==> src/rtl/departure_interlock.sv <==
// Departure-direction airlock sequencer: cabin -> inner door -> depressurize -> outer door.
// Moore FSM with a shared pump countdown and a registered completion pulse.
module departure_interlock #(
    parameter int PUMP_CYCLES    = 8,
    parameter int REPRESS_CYCLES = 8,
    parameter int CNT_W          = 4
) (
    input  logic             clk,
    input  logic             reset,
    input  logic             depart_req,
    input  logic             inner_cmd,
    input  logic             outer_cmd,
    input  logic             abort,
    output logic             inner_open,
    output logic             outer_open,
    output logic             pressurized,
    output logic             pump_active,
    output logic [CNT_W-1:0] countdown,
    output logic             wait_var,
    output logic             finished_var
);

    typedef enum logic [2:0] {
        IDLE,
        INNER_OPEN,
        DEPRESS,
        VACUUM,
        OUTER_OPEN,
        REPRESS
    } state_t;

    localparam logic [CNT_W-1:0] PUMP_LOAD    = CNT_W'(PUMP_CYCLES);
    localparam logic [CNT_W-1:0] REPRESS_LOAD = CNT_W'(REPRESS_CYCLES);
    localparam logic [CNT_W-1:0] CNT_ONE      = CNT_W'(1);

    state_t           state, state_next;
    logic [CNT_W-1:0] count, count_next;
    logic             finished, finished_next;

    always_ff @(posedge clk) begin
        if (reset) begin
            state    <= IDLE;
            count    <= '0;
            finished <= 1'b0;
        end else begin
            state    <= state_next;
            count    <= count_next;
            finished <= finished_next;
        end
    end

    // count_next defaults to zero so the countdown reads 0 outside the pump states.
    always_comb begin
        state_next    = state;
        count_next    = '0;
        finished_next = 1'b0;
        case (state)
            IDLE: begin
                if (depart_req && inner_cmd) state_next = INNER_OPEN;
            end
            INNER_OPEN: begin
                if (!inner_cmd) begin
                    state_next = DEPRESS;
                    count_next = PUMP_LOAD;
                end
            end
            DEPRESS: begin
                // abort takes priority over the pump finishing in the same cycle
                if (abort) begin
                    state_next = REPRESS;
                    count_next = REPRESS_LOAD;
                end else if (count == CNT_ONE) begin
                    state_next = VACUUM;
                end else begin
                    count_next = count - CNT_ONE;
                end
            end
            VACUUM: begin
                if (outer_cmd) state_next = OUTER_OPEN;
            end
            OUTER_OPEN: begin
                if (!outer_cmd) begin
                    state_next = REPRESS;
                    count_next = REPRESS_LOAD;
                end
            end
            REPRESS: begin
                if (count == CNT_ONE) begin
                    state_next    = IDLE;
                    finished_next = 1'b1;
                end else begin
                    count_next = count - CNT_ONE;
                end
            end
            default: state_next = IDLE;
        endcase
    end

    always_comb begin
        inner_open  = 1'b0;
        outer_open  = 1'b0;
        pressurized = 1'b0;
        pump_active = 1'b0;
        case (state)
            IDLE:       pressurized = 1'b1;
            INNER_OPEN: begin
                inner_open  = 1'b1;
                pressurized = 1'b1;
            end
            DEPRESS:    pump_active = 1'b1;
            VACUUM:     pressurized = 1'b0;
            OUTER_OPEN: outer_open  = 1'b1;
            REPRESS:    pump_active = 1'b1;
            default:    pressurized = 1'b1;
        endcase
    end

    assign countdown    = count;
    assign wait_var     = pump_active;
    assign finished_var = finished;

endmodule
==> config.mk <==
export PLATFORM = sky130hd
export DESIGN_NAME = departure_interlock
export DESIGN_NICKNAME = d
export VERILOG_FILES = /design/src/rtl/departure_interlock.sv
export SDC_FILE = /design/constraint.sdc
export NUM_CORES = 1
export LEC_CHECK = 0
export ABC_AREA = 1
export ABC_CLOCK_PERIOD_IN_PS = 1550
export BUFFER_PORTS_ARGS = -buffer_cell sky130_fd_sc_hd__clkbuf_2
export CAP_MARGIN = 40
export CORE_MARGIN = 4
export CORE_UTILIZATION = 31
export CTS_CLUSTER_DIAMETER = 80
export DETAILED_ROUTE_END_ITERATION = 10
export GPL_TIMING_DRIVEN = 0
export HOLD_SLACK_MARGIN = 0.06
export PLACE_DENSITY = 0.57
export SYNTH_ARGS = -nofsm -noshare
export SYNTH_HDL_FRONTEND = slang
export SYNTH_SLANG_ARGS = --single-unit
==> constraint.sdc <==
create_clock -name clk -period 1.55 [get_ports clk]
set_input_delay 0.0775 -clock clk [delete_from_list [all_inputs] [get_ports clk]]
set_output_delay 0.0775 -clock clk [all_outputs]
set_load 0.02 [all_outputs]
## Word level (Yosys, flattened, before mapping)

Index checks and enable logic that the tools add are counted.

- Bitwise operators: 1
- Mux-type cells: 18
- Equality and inequality tests: 12
- $add $sub $neg: 1
- Reductions and logical operators: 6

Operator list:

| kind | count |
|---|---|
| 3-bit 2-to-1 mux | 7 |
| 3-bit case mux with 6 select lines | 1 |
| 4-bit 2-to-1 mux | 4 |
| 4-bit case mux with 4 select lines | 1 |
| 2-bit != test (second input constant) | 5 |
| 3-bit by 2-bit equality test with 1-bit output (second input constant) | 2 |
| 3-bit equality test (second input constant) | 2 |
| 6-bit AND reduction | 1 |
| 1-bit 2-to-1 mux | 5 |
| 4-bit by 1-bit equality test with 1-bit output (second input constant) | 1 |
| 2-bit OR reduction | 2 |
| 4-bit OR reduction | 1 |
| 4-bit by 1-bit subtractor with 4-bit output (second input constant) | 1 |
| 3-bit by 1-bit equality test with 1-bit output (second input constant) | 1 |
| 3-bit zero test | 1 |
| 3-bit != test (second input constant) | 1 |
| 1-bit logical AND | 1 |
| 1-bit inverter | 1 |

- Input bits: 6
- Bits in registers: 8
- Output and inout bits: 10

## Longest topological paths before layout

- Word-level depth: 4
- Mapped depth: 10

## Worst setup path after synthesis

No wires, ideal clock.

- Path kind: register to register
- From: register count[0], in the netlist countdown[0]
- To: register state[2]
- Arrival: 1180 ps
- Buffers on the path: 0
- Data required time: 1437 ps
- Setup slack: 257 ps
- Period minus slack after synthesis: 1293 ps
- Stages on the path, launching flop included: 9
- Cell sequence: dfxtp_1 -> ha_1 -> nand2_1 -> nand2_1 -> nand3_1 -> nor2_1 -> nand2_1 -> nand2_1 -> nor2_1

- Cells in the longest elaborated chain, start to end: 3
- Elaborated cells on any way between the ends: 4
- Those cells by class: eq/ne: 3; reduce/logical: 1

RTL lines:

| item | RTL line | RTL |
|---|---|---|
| from (decl) | 37 | `logic [CNT_W-1:0] count, count_next;` |
| from (signal assigned) | 47 | `count <= count_next;` |
| 4-bit by 1-bit equality test with 1-bit output (*) | 72, 88 |  |
| 3-bit != test (no source line) or 2-bit != test (tied branches) | n/a |  |
| 6-bit AND reduction (no source line) (*) | n/a |  |
| to (signal assigned) | 46 | `state <= state_next;` |
| to (decl) | 36 | `state_t state, state_next;` |

Every way passes the cells marked *; elsewhere a longest branch is shown, timed or not.
A chain may end at the register's enable or synchronous reset.

## Final worst setup path

- From: register state[2]
- To: output wait_var

- Cells in the longest elaborated chain, start to end: 3
- Elaborated cells on any way between the ends: 4
- Those cells by class: eq/ne: 2; mux: 1; reduce/logical: 1

RTL lines:

| item | RTL line | RTL |
|---|---|---|
| 3-bit equality test or 3-bit by 2-bit equality test with 1-bit output (tied branches) | 104 | `case (state)` |
| 2-bit OR reduction (no source line) (*) | n/a |  |
| 1-bit 2-to-1 mux (*) | 104 |  |
| to (decl) | 19 | `output logic wait_var,` |

Marks and branches as above.

==> results.md <==
- For the final database, setup skew stands at 0.00342 ns.
- The total of fill cells in the finished design is 183.
- After synthesis, the cell types taking the most area are sky130_fd_sc_hd__dfxtp_1 29%, sky130_fd_sc_hd__nand2_1 15%, sky130_fd_sc_hd__nor2_1 15%, sky130_fd_sc_hd__nand3_1 9.1%, sky130_fd_sc_hd__inv_1 6.2%.
- The startpoint identified for the worst hold timing path is abort.
- Summed over all cells, the static leakage comes to 0.370 nW.
- After detailed routing, the number of remaining DRC violations is 0.
- The maximum vdd drop is 0.00113 V.
- The remaining antenna violation count is 0.
- The final routed wirelength across all metal layers is 1.24 mm.
- In this run the number of H-tree levels came out at 1.
- The count of max-cap constraint violations is 0.
- The worst register-to-register path ends at state[0]$_SDFFE_PP0P_.
- The placed cell area is 653 sq um.
- The worst reg2reg path depth is 9.
- The count of state elements after synthesis is 8.
- The aggregate negative setup slack is 0 ns.
- The cell area after synthesis is 548 sq um.
- The global placement routability congestion is 0.795.
- The number of global-route vias before repair is 460.
- For this configuration, the core starts out at a cell density of 0.344.
- The worst hold path was traced through 4 stages.
- The type of the most critical hold path is in -> reg.
- The CTS clock-pin slew for the worst setup and hold paths is 0.05 ns.
- The post-place setup slack is 0.232 ns.
- At the later pin of the worst-skew pair, clock insertion delay measures 0.26 ns.
- The total I/O pin count is 16.
- The root cell of the clock tree is sky130_fd_sc_hd__clkbuf_4.
- The post-layout net count is 118.
- Row generation in the floorplan step produced 14 rows.
- For the worst setup path, the data arrival time is 1.36 ns.
- The count of pins over their slew limit is 0.
- The sum of overflow across all layers after global routing is 0.
- Counting the buffers created by CTS gives 3.
- The layout cell share with drive strength beyond 1 is 0.250.
- The floorplan step defined a core boundary enclosing 1590 sq um.
- The number of port buffers is 15.
- The first global-routing pass estimated 2.03 mm of wire.
- The first-pass detailed-route iteration total is 4.
- The final antenna diode count is 0.
- Setup repair after global routing left no endpoint under its margin.
- After the first detailed-routing iteration, the DRC count stood at 6.
- The share of synthesized area in the top cell type comes to 0.292.
- The multi-input logic area is 324 sq um.
- The final worst slack is 0.117 ns.
- The count of cells in the finished layout, fillers not included, comes to 132.
- The share of synthesized area occupied by flip-flops and latches is 0.292.
- The worst hold path terminates at countdown[0]$_SDFF_PP0_.
- After legalization and detailed placement, the total HPWL measured 993 microns.
- The largest fanout of any net on the critical path is 8.
- The sequential cell area is 161 sq um.
- The count of clock tree sinks is 8.
- The die area is 2500 sq um.
- Derived from the worst setup path, the maximum achievable clock frequency is 0.698 GHz.
- The number of distinct library cell variants in the gate-level netlist after synthesis is 17.
- The run finished with clean final reports.
- The power per standard cell area is 2140 nW/um^2.
- Setup violations remaining at the end of the flow were counted as 0.
- The worst setup path is launched from a register.
- The total non-filler cell area in the finished layout is 687 sq um.
- Of the available clock period, the critical path in the final layout requires 0.925.
- The instance count of the mapped netlist is 89.
- The setup slack of the most critical reg-to-reg path is 0.20 ns.
- Measured along the y axis, the die boundary spans 50.0 microns.
- The element type at the critical path end is an output pin.
- The number of nets produced by synthesis is 97.
- The number of warning messages in the yosys log is 0.
- Dividing the synthesized area by the synthesized cell count gives 6.16 sq um.
- The final worst hold slack is 0.252 ns.
- The critical path start-end classification is reg -> out.
- Entering global routing, the biggest net connects 11 pins.
- Data on the critical path is required at its endpoint by 1.47 ns.
- The overall routing resource usage is 0.108.
- The average wire per cell in the routed design is 9.40 microns.
- The average vias per placed instance is 4.45.
- The clock period minus final worst setup slack is 1.43 ns.
- Measured against its own limit, the worst slew margin works out to 0.789.
- At the pin with the least slew margin, the transition time is 0.314 ns.
- The detailed router placed 588 vias in this run.
- The dominant cell type by area after synthesis is sky130_fd_sc_hd__dfxtp_1.
- Once placement completed, the tool counted placed cells totaling 128.
- The total count of hold-check failures in the final report is 0.
- The initial antenna violation count is 0.
- The origin of the critical flop-to-flop path is state[0]$_SDFFE_PP0P_.
- The number of buffers on the longest clock path is 2.
- The die boundary width is 50.0 microns.
- TritonCTS built the clock tree.
- Compared with the post-synthesis result, the final layout area differs by 25.3%.
[synth_stat cells]
cell / count
sky130_fd_sc_hd__nand2_1: 22
sky130_fd_sc_hd__nor2_1: 22
sky130_fd_sc_hd__nand3_1: 10
sky130_fd_sc_hd__inv_1: 9
sky130_fd_sc_hd__dfxtp_1: 8
sky130_fd_sc_hd__buf_4: 3
sky130_fd_sc_hd__nor3_1: 3
sky130_fd_sc_hd__ha_1: 2
sky130_fd_sc_hd__inv_2: 2
sky130_fd_sc_hd__a21oi_1: 1
sky130_fd_sc_hd__a311oi_1: 1
sky130_fd_sc_hd__nor2_4: 1
sky130_fd_sc_hd__nor3_2: 1
sky130_fd_sc_hd__o211ai_1: 1
sky130_fd_sc_hd__o21ai_2: 1
sky130_fd_sc_hd__xnor2_1: 1
sky130_fd_sc_hd__xor2_1: 1
[critical path: stages (launching register included)]
cell and delay [ns]:
sky130_fd_sc_hd__dfxtp_1 0.29, sky130_fd_sc_hd__buf_4 0.16, sky130_fd_sc_hd__nor2_4 0.16, sky130_fd_sc_hd__inv_2 0.05
sky130_fd_sc_hd__o21ai_2 0.15, sky130_fd_sc_hd__buf_4 0.13, sky130_fd_sc_hd__clkbuf_2 0.15
[worst max path at each step]
stage | slack (ns) | to | from
after floorplan | 0.26 | state[2]$_SDFFE_PP0P_ | countdown[0]$_SDFF_PP0_
after global placement | 0.22 | state[0]$_SDFFE_PP0P_ | state[0]$_SDFFE_PP0P_
after detailed placement | 0.23 | state[0]$_SDFFE_PP0P_ | state[0]$_SDFFE_PP0P_
after CTS | 0.08 | wait_var | state[1]$_SDFFE_PP0P_
after global routing | 0.003 | wait_var | state[2]$_SDFFE_PP0P_
final | 0.12 | wait_var | state[2]$_SDFFE_PP0P_
[report_power, final]
part           total [mW]  internal [mW]  switching, mW
Combinational       0.990          0.356          0.634
Clock               0.159         0.0886         0.0706
Sequential          0.319          0.274         0.0452
[layout by cell type, fill, tap and decap left out, drive strengths merged]
cell | Yosys | routed
dlygate4sd3 | 0 | 1
nand3 | 10 | 10
clkbuf | 0 | 18
nor3 | 4 | 4
dfxtp | 8 | 8
o211ai | 1 | 1
inv | 11 | 11
o21ai | 1 | 1
nand2 | 22 | 22
xnor2 | 1 | 1
ha | 2 | 2
nor2 | 23 | 23
xor2 | 1 | 1
buf | 3 | 3
a21oi | 1 | 1
a311oi | 1 | 1
[state kept, by name (all words and copies together), names as in the netlist]
register / flops
finished_var: 1
state: 3
countdown: 4
[cell type report]
type                       instances  share of cell area
multi-input combinational         67               0.472
sequential                         8               0.235
timing repair buffer              16               0.124
inverter                          11              0.0601
tap                               24              0.0437
clock buffer                       3              0.0328
buffer                             3              0.0328
[repair_timing]
item                                    in CTS  in global routing
buffers inserted                             0                  0
endpoints found under the setup margin       0                  2
gates resized for setup                      0                  1
endpoints found under the hold margin        2                  0
hold buffers                                 1                  0
[through the flow]
stage,power (mW),util
floorplan,1.09,-
global placement,1.32,0.410
finish,1.47,0.431
global route,1.62,0.431
CTS,1.48,0.430
detailed placement,1.31,0.410
[per-layer routing]
layer  vias to the layer above  global-route usage  wire (microns)
met4                         0              0.0415              17
met3                         5              0.0542              77
li1                        316                   -               -
met5                         -                   0               0
met1                       255               0.135             619
met2                        12               0.154             526
[cells by family (layout without fill, tap and decap cells)]
| kind of cell | count (synthesis) | after routing | synth area share |
|---|---|---|---|
| and+or+nand+nor | 59 | 59 | 0.459 |
| buffers and inverters | 14 | 33 | 0.116 |
| DFF | 8 | 8 | 0.292 |
| AOI/OAI and AO/OA | 4 | 4 | 0.0548 |
| adders and majority gates | 2 | 2 | 0.0457 |
| xor gates and xnor gates | 2 | 2 | 0.0320 |
No activity file was read; power rests on OpenSTA's default activity.
